## src/rtl/fetch_unit.sv

```systemverilog
// fetch_unit: single-entry instruction fetch stage feeding decode from an icache.
// PC drives iaddr directly; a one-deep ins register decouples fetch from decode stalls.
module fetch_unit #(
  parameter logic [31:0] PC_INIT = 32'h00000000
) (
  input  logic        CLK,
  input  logic        RST,
  input  logic        ihit,
  input  logic [31:0] iload,
  input  logic        stall,
  input  logic        redirect,
  input  logic [31:0] target,
  input  logic        halt,
  output logic        iREN,
  output logic [31:0] iaddr,
  output logic [31:0] ins,
  output logic        ins_valid,
  output logic [31:0] npc,
  output logic [15:0] wait_cnt
);
  localparam logic [0:0] FETCH  = 1'b0;
  localparam logic [0:0] HALTED = 1'b1;
  logic [0:0]  r_state;
  logic [31:0] r_pc;
  logic [31:0] r_ins;
  logic [31:0] r_npc;
  logic        r_valid;
  logic [15:0] r_wait;
  logic        w_ren;
  logic        w_accept;
  logic [31:0] w_pc_inc;
  // iREN depends only on registered state and stall, never on ihit/iload
  assign w_ren     = (r_state == FETCH) && (!r_valid || !stall);
  assign w_accept  = w_ren && ihit;
  assign w_pc_inc  = r_pc + 32'd4;
  assign iREN      = w_ren;
  assign iaddr     = r_pc;
  assign ins       = r_ins;
  assign npc       = r_npc;
  assign ins_valid = r_valid;
  assign wait_cnt  = r_wait;
  always_ff @(posedge CLK) begin
    if (RST) begin
      r_state <= FETCH;
      r_pc    <= {PC_INIT[31:2], 2'b00};
      r_ins   <= '0;
      r_npc   <= '0;
      r_valid <= 1'b0;
      r_wait  <= '0;
    end else begin
      if (w_ren && !ihit && r_wait != 16'hFFFF)
        r_wait <= r_wait + 16'd1;
      if (r_state == FETCH) begin
        if (halt) begin
          r_state <= HALTED;
          r_valid <= 1'b0;
        end else if (redirect) begin
          r_pc    <= {target[31:2], 2'b00};
          r_valid <= 1'b0;
        end else if (w_accept) begin
          r_ins   <= iload;
          r_npc   <= w_pc_inc;
          r_valid <= 1'b1;
          r_pc    <= w_pc_inc;
        end else if (r_valid && !stall) begin
          r_valid <= 1'b0;
        end
      end
    end
  end
endmodule

```

## config.mk

```make
export PLATFORM = sky130hd
export DESIGN_NAME = fetch_unit
export DESIGN_NICKNAME = d
export VERILOG_FILES = /design/src/rtl/fetch_unit.sv
export SDC_FILE = /design/constraint.sdc
export NUM_CORES = 1
export LEC_CHECK = 0
export ABC_AREA = 1
export BUFFER_PORTS_ARGS = -buffer_cell sky130_fd_sc_hd__buf_2
export CAP_MARGIN = 10
export CELL_PAD_IN_SITES_DETAIL_PLACEMENT = 0
export CELL_PAD_IN_SITES_GLOBAL_PLACEMENT = 2
export CORE_MARGIN = 2
export CORE_UTILIZATION = 29
export DETAILED_ROUTE_END_ITERATION = 8
export GPL_ROUTABILITY_DRIVEN = 0
export PLACE_DENSITY = 0.95
export SYNTH_ARGS = -nofsm -noshare
export SYNTH_HDL_FRONTEND = slang
export SYNTH_SLANG_ARGS = --single-unit
```

## constraint.sdc

```tcl
create_clock -name CLK -period 2.2 [get_ports CLK]
set_input_delay 0.66 -clock CLK [delete_from_list [all_inputs] [get_ports CLK]]
set_output_delay 0.66 -clock CLK [all_outputs]
set_load 0.005 [all_outputs]
```

# After elaboration in Yosys (flattened, before gate mapping)
# Index checks and enable logic that the tools add are counted.
[word_totals] ff_bits=114 in_bits=70 elab_cells=34
[classes] n_reduce_logical=14 n_eq_ne=1 addsub=2 bitwise_logic=3 n_mux=8
[ops] cell="two-way mux 32 bit" n=2
[ops] cell="adder 32 x 3 -> 32 bit (second input constant)" n=1
[ops] cell="adder 16 x 1 -> 16 bit (second input constant)" n=1
[ops] cell="inequality test 16 bit (second input constant)" n=1
[ops] cell="two-way mux 1 bit" n=6
[ops] cell="logical AND 1 bit" n=5
[ops] cell="AND reduction 4 bit" n=1
[ops] cell="nonzero test 4 bit" n=1
[ops] cell="zero test 1 bit" n=3
[ops] cell="inverter 1 bit" n=3
[ops] cell="AND reduction 3 bit" n=1
[ops] cell="AND reduction 2 bit" n=1
[ops] cell="nonzero test 2 bit" n=1
[ops] cell="logical OR 1 bit" n=1

# Logic depth before layout (Yosys ltp)
[depth] ltp_word=7 mapped_depth=10

# Worst setup path before layout
# OpenSTA, ideal clock, no wires.
[synth_timing] path_type="in2reg" start="in stall" end="reg r_ins[15], in the netlist ins[15]" setup_slack_ns=0.494 setup_time_ns=0.116 path_stages=8 required_ns=2.084 arrival_time_ns=1.590 path_cell_list="a21oi_2 -> nand2_1 -> nor2_4 -> inv_2 -> buf_4 -> buf_2 -> nor2_1 -> nor2_1"
[synth_between] elab_chain_len=5
[synth_rtl] item="start, declared" line="10" rtl="input logic stall,"
[synth_rtl] item="zero test 1 bit" line="33" rtl="assign w_ren = (r_state == FETCH) && (!r_valid || !stall);"
[synth_rtl] item="logical OR 1 bit" line="33"
[synth_rtl] item="logical AND 1 bit" line="33"
[synth_rtl] item="logical AND 1 bit" line="34" rtl="assign w_accept = w_ren && ihit;"
[synth_rtl] item="AND reduction 4 bit (no source line)"
[synth_rtl] item="end signal, assigned" line="61" rtl="r_ins <= iload;"
[synth_rtl] item="end, declared" line="25" rtl="logic [31:0] r_ins;"
# No other way between the ends.
# A chain may end at the register's enable or synchronous reset.

# Final worst setup path
[layout_timing] start="reg r_wait[0], in the netlist wait_cnt[0]" end="reg r_wait[0], in the netlist wait_cnt[0]"
[layout_between] elab_chain_len=2
[layout_rtl] item="start, declared" line="28" rtl="logic [15:0] r_wait;"
[layout_rtl] item="start signal, assigned" line="52" rtl="r_wait <= r_wait + 16'd1;"
[layout_rtl] item="branches (longest 2 deep; another with adder 16 x 1 -> 16 bit)"
# Parallel ways; which one is timed is not known.

==> summary.txt <==
Status
  – Status: complete, no violations

Timing
  – Period utilization: around 85%
  – Post-layout min period: 1.878 ns
  – Final Hold Fails: 0
  – Peak Freq: 532.5 MHz
  – Final setup fails: 0
  – Final TNS setup: 0 ns
  – Max-slew violation count: 0
  – Clock Skews: 0.01149 ns
  – RSZ-0062 raised after global routing: false

Route
  – Initial DRC Count: 243
  – Routed WL per cell: roughly 14 um
  – Antenna-violating nets left: 0
  – DRC viols: 0
  – DR vias: 5,494
  – First-pass iteration count of the detailed router: 6
  – Final WL: about 17 mm
  – Via/cell ratio: about 4.5

Clock tree
  – CTS H-Tree Depth: 3
  – CTS Buf Count: 9
  – Post CTS Setup Buffer Count: 0
  – Root Buffer: clkbuf_16
  – Worst skew pair latency: around 0.36 ns
  – PostCTS Resize Cnt: 0
  – Clk sinks: 110
  – Clock transition at path regs: around 0.08 ns
  – # hold bufs at CTS: 0
  – Clk buf depth: 2
  – CTS tree: yes

Synthesis
  – Synth Area in Simple Gates: 30.26%
  – Synth area leaders: dfxtp_1, nor2_1, nand2_1
  – Synth Area in XOR/XNOR: 3.464%
  – Synth warnings: 0
  – Synthesized instance count: 804
  – Post-synth cell types: 33
  – Post-synthesis register bit count: 110
  – Largest family of logic cells by synthesized area: simple AND/OR/NAND/NOR gates
  – Seq/Total Area, Yosys: 40.11%
  – Post-Synth Adder-Cell Area: 0.4558%
  – Number of synthesized flops with an enable pin: 0
  – Dominant synthesized flop cell: dfxtp_1
  – Cell taking the most area after synthesis: dfxtp_1
  – Yosys top cell area share: 40.11%
  – Synthesized area: between 5000 and 6000 sq um
  – Compound-cell area share of the yosys netlist: 16.02%
  – Post-synth ARST share: 0%
  – Mux share of post-synthesis cell area: 0%
  – Synth Area per Inst: 6.829 sq um

Floorplanning
  – Die area: 20,050 sq um
  – Die width: 141.6 um
  – Core area: 18,640 sq um
  – Initial Util: 29.45%
  – Row cnt: 50
  – Top Ports: 184
  – Die Ht: approximately 140 um

GRT
  – Largest net degree at the start of global routing: 41
  – Total global routing overflow: 0
  – Total track usage: 17.32%
  – Initial antenna violation count: 2
  – Number of global-route vias before repair: 5,236
  – First-pass GRT wire length: 27.54 mm

Finish
  – NumNets Final: 1,041
  – Fraction of layout cells with a size suffix above 1: 24.64%
  – Non-Filler Instances: 1,209
  – Most frequent cells in the layout: buf_2, nor2_1, nand2_1
  – Synth-to-Final Area Change: 26.16%
  – Commonest non-fill, non-tap cell in the layout: buf_2

Place
  – Port buffer count: about 180
  – Dpl cells: ~1,200
  – DP HPWL: 12.60 mm

Critical path
  – Crit start category: register
  – Setup crit end kind: register
  – CP Class: register to register
  – Arr. time, crit path: 2.12 ns
  – Worst Path Max Fanout: 7
  – Critical path required time: 2.44 ns

Power and ir drop
  – Pwr Density: around 640 nW/um^2
  – Logic pwr share: 12.6%
  – Internal: 0.003215 W
  – Switching Fraction: 27.21%
  – Reg power frac: 49.5%
  – Max IR drop VDD: 0.3526 mV
  – Psw: 0.001202 W
  – Clock power share: 37.9%
  – Total leakage power: 3.487 nW

Worst hold path
  – Worst hold path type: register to register

Flow run
  – Max-Cap Viols: 0
worst paths after layout:
path	endpoint	start	cells past startpoint	slack (ns)
min	npc[2]	npc[2]	2	0.49
max	wait_cnt[0]	wait_cnt[0]	8	0.32
max reg2reg	wait_cnt[0]	wait_cnt[0]	8	0.32
min reg2reg	npc[2]	npc[2]	2	0.49
cell usage after synthesis (3+ instances only):
library cell  number
nand4_1            7
o21ai_1           25
nor2_8             4
nor3_1             9
dfxtp_1          110
nand3_1           27
inv_1             73
nand2_4            3
inv_2              4
buf_4             11
nor2_2             3
nor2_4             7
clkbuf_1          16
buf_2             14
nor2_1           161
a21oi_1           67
nand2_1          150
nand2_2            4
o21ai_0           74
xor2_1            18
cell type report:
class,count,area [sq um]
flip-flops and latches,110,2202
repair buffers,195,1071
clock inverters,6,68.82
fillers,2071,11720
multi-input cells,576,2771
diodes,1,2.502
inverters,77,289.0
well taps,234,292.8
clock buffers,10,229.0
worst max-delay path, stage by stage, from the launching register on:
cell	delay, ns
dfxtp_1	0.42
ha_1	0.20
nand3_1	0.16
nor2_1	0.24
nand3_1	0.10
nand2_1	0.24
buf_4	0.21
xor2_1	0.14
nor2_1	0.05
routing by layer:
metal	global-route usage (%)	vias up	wire length, um
met3	4.455	10	1091
met5	0	-	0
met4	5.053	0	194
met2	27.54	136	7646
li1	-	2877	-
met1	23.21	2471	8106
power by group through the flow:
| stage | registers (W) | clock network [W] | logic, W |
|---|---|---|---|
| after global routing | 0.00220 | 0.00183 | 0.000632 |
| after detailed placement | 0.00223 | 0 | 0.000565 |
| after CTS | 0.00219 | 0.00175 | 0.000567 |
| after floorplan | 0.00222 | 0 | 0.000298 |
| after global placement | 0.00223 | 0 | 0.000562 |
| final | 0.00219 | 0.00167 | 0.000557 |
through the flow:
step	power [W]	hold slack, ns	util (%)	area [sq um]	setup WS [ns]
2_1_floorplan	0.002521	0.4818	-	5502	0.4944
3_3_place_gp	0.002795	0.4707	35.54	6626	0.2521
3_5_place_dp	0.002799	0.4867	35.54	6626	0.2284
4_1_cts	0.004505	0.4975	37.14	6924	0.3049
5_1_grt	0.004661	0.5232	37.15	6927	0.1342
6_report	0.004417	0.4931	37.15	6927	0.3221
state kept, by name, summed over array words and instances, names as in the netlist:
| name | count |
|---|---|
| iaddr | 30 |
| ins | 32 |
| ins_valid | 1 |
| npc | 30 |
| r_state | 1 |
| wait_cnt | 16 |
cells by family after synthesis:
kind of cell	count (synthesis)
AND/OR/NAND/NOR	378
AO/OA/AOI/OAI	172
buffers and inverters	121
flip-flops	110
XOR/XNOR	20
adder cells (fa/ha/maj)	2
other	1
Power figures use the tool's default switching activity.
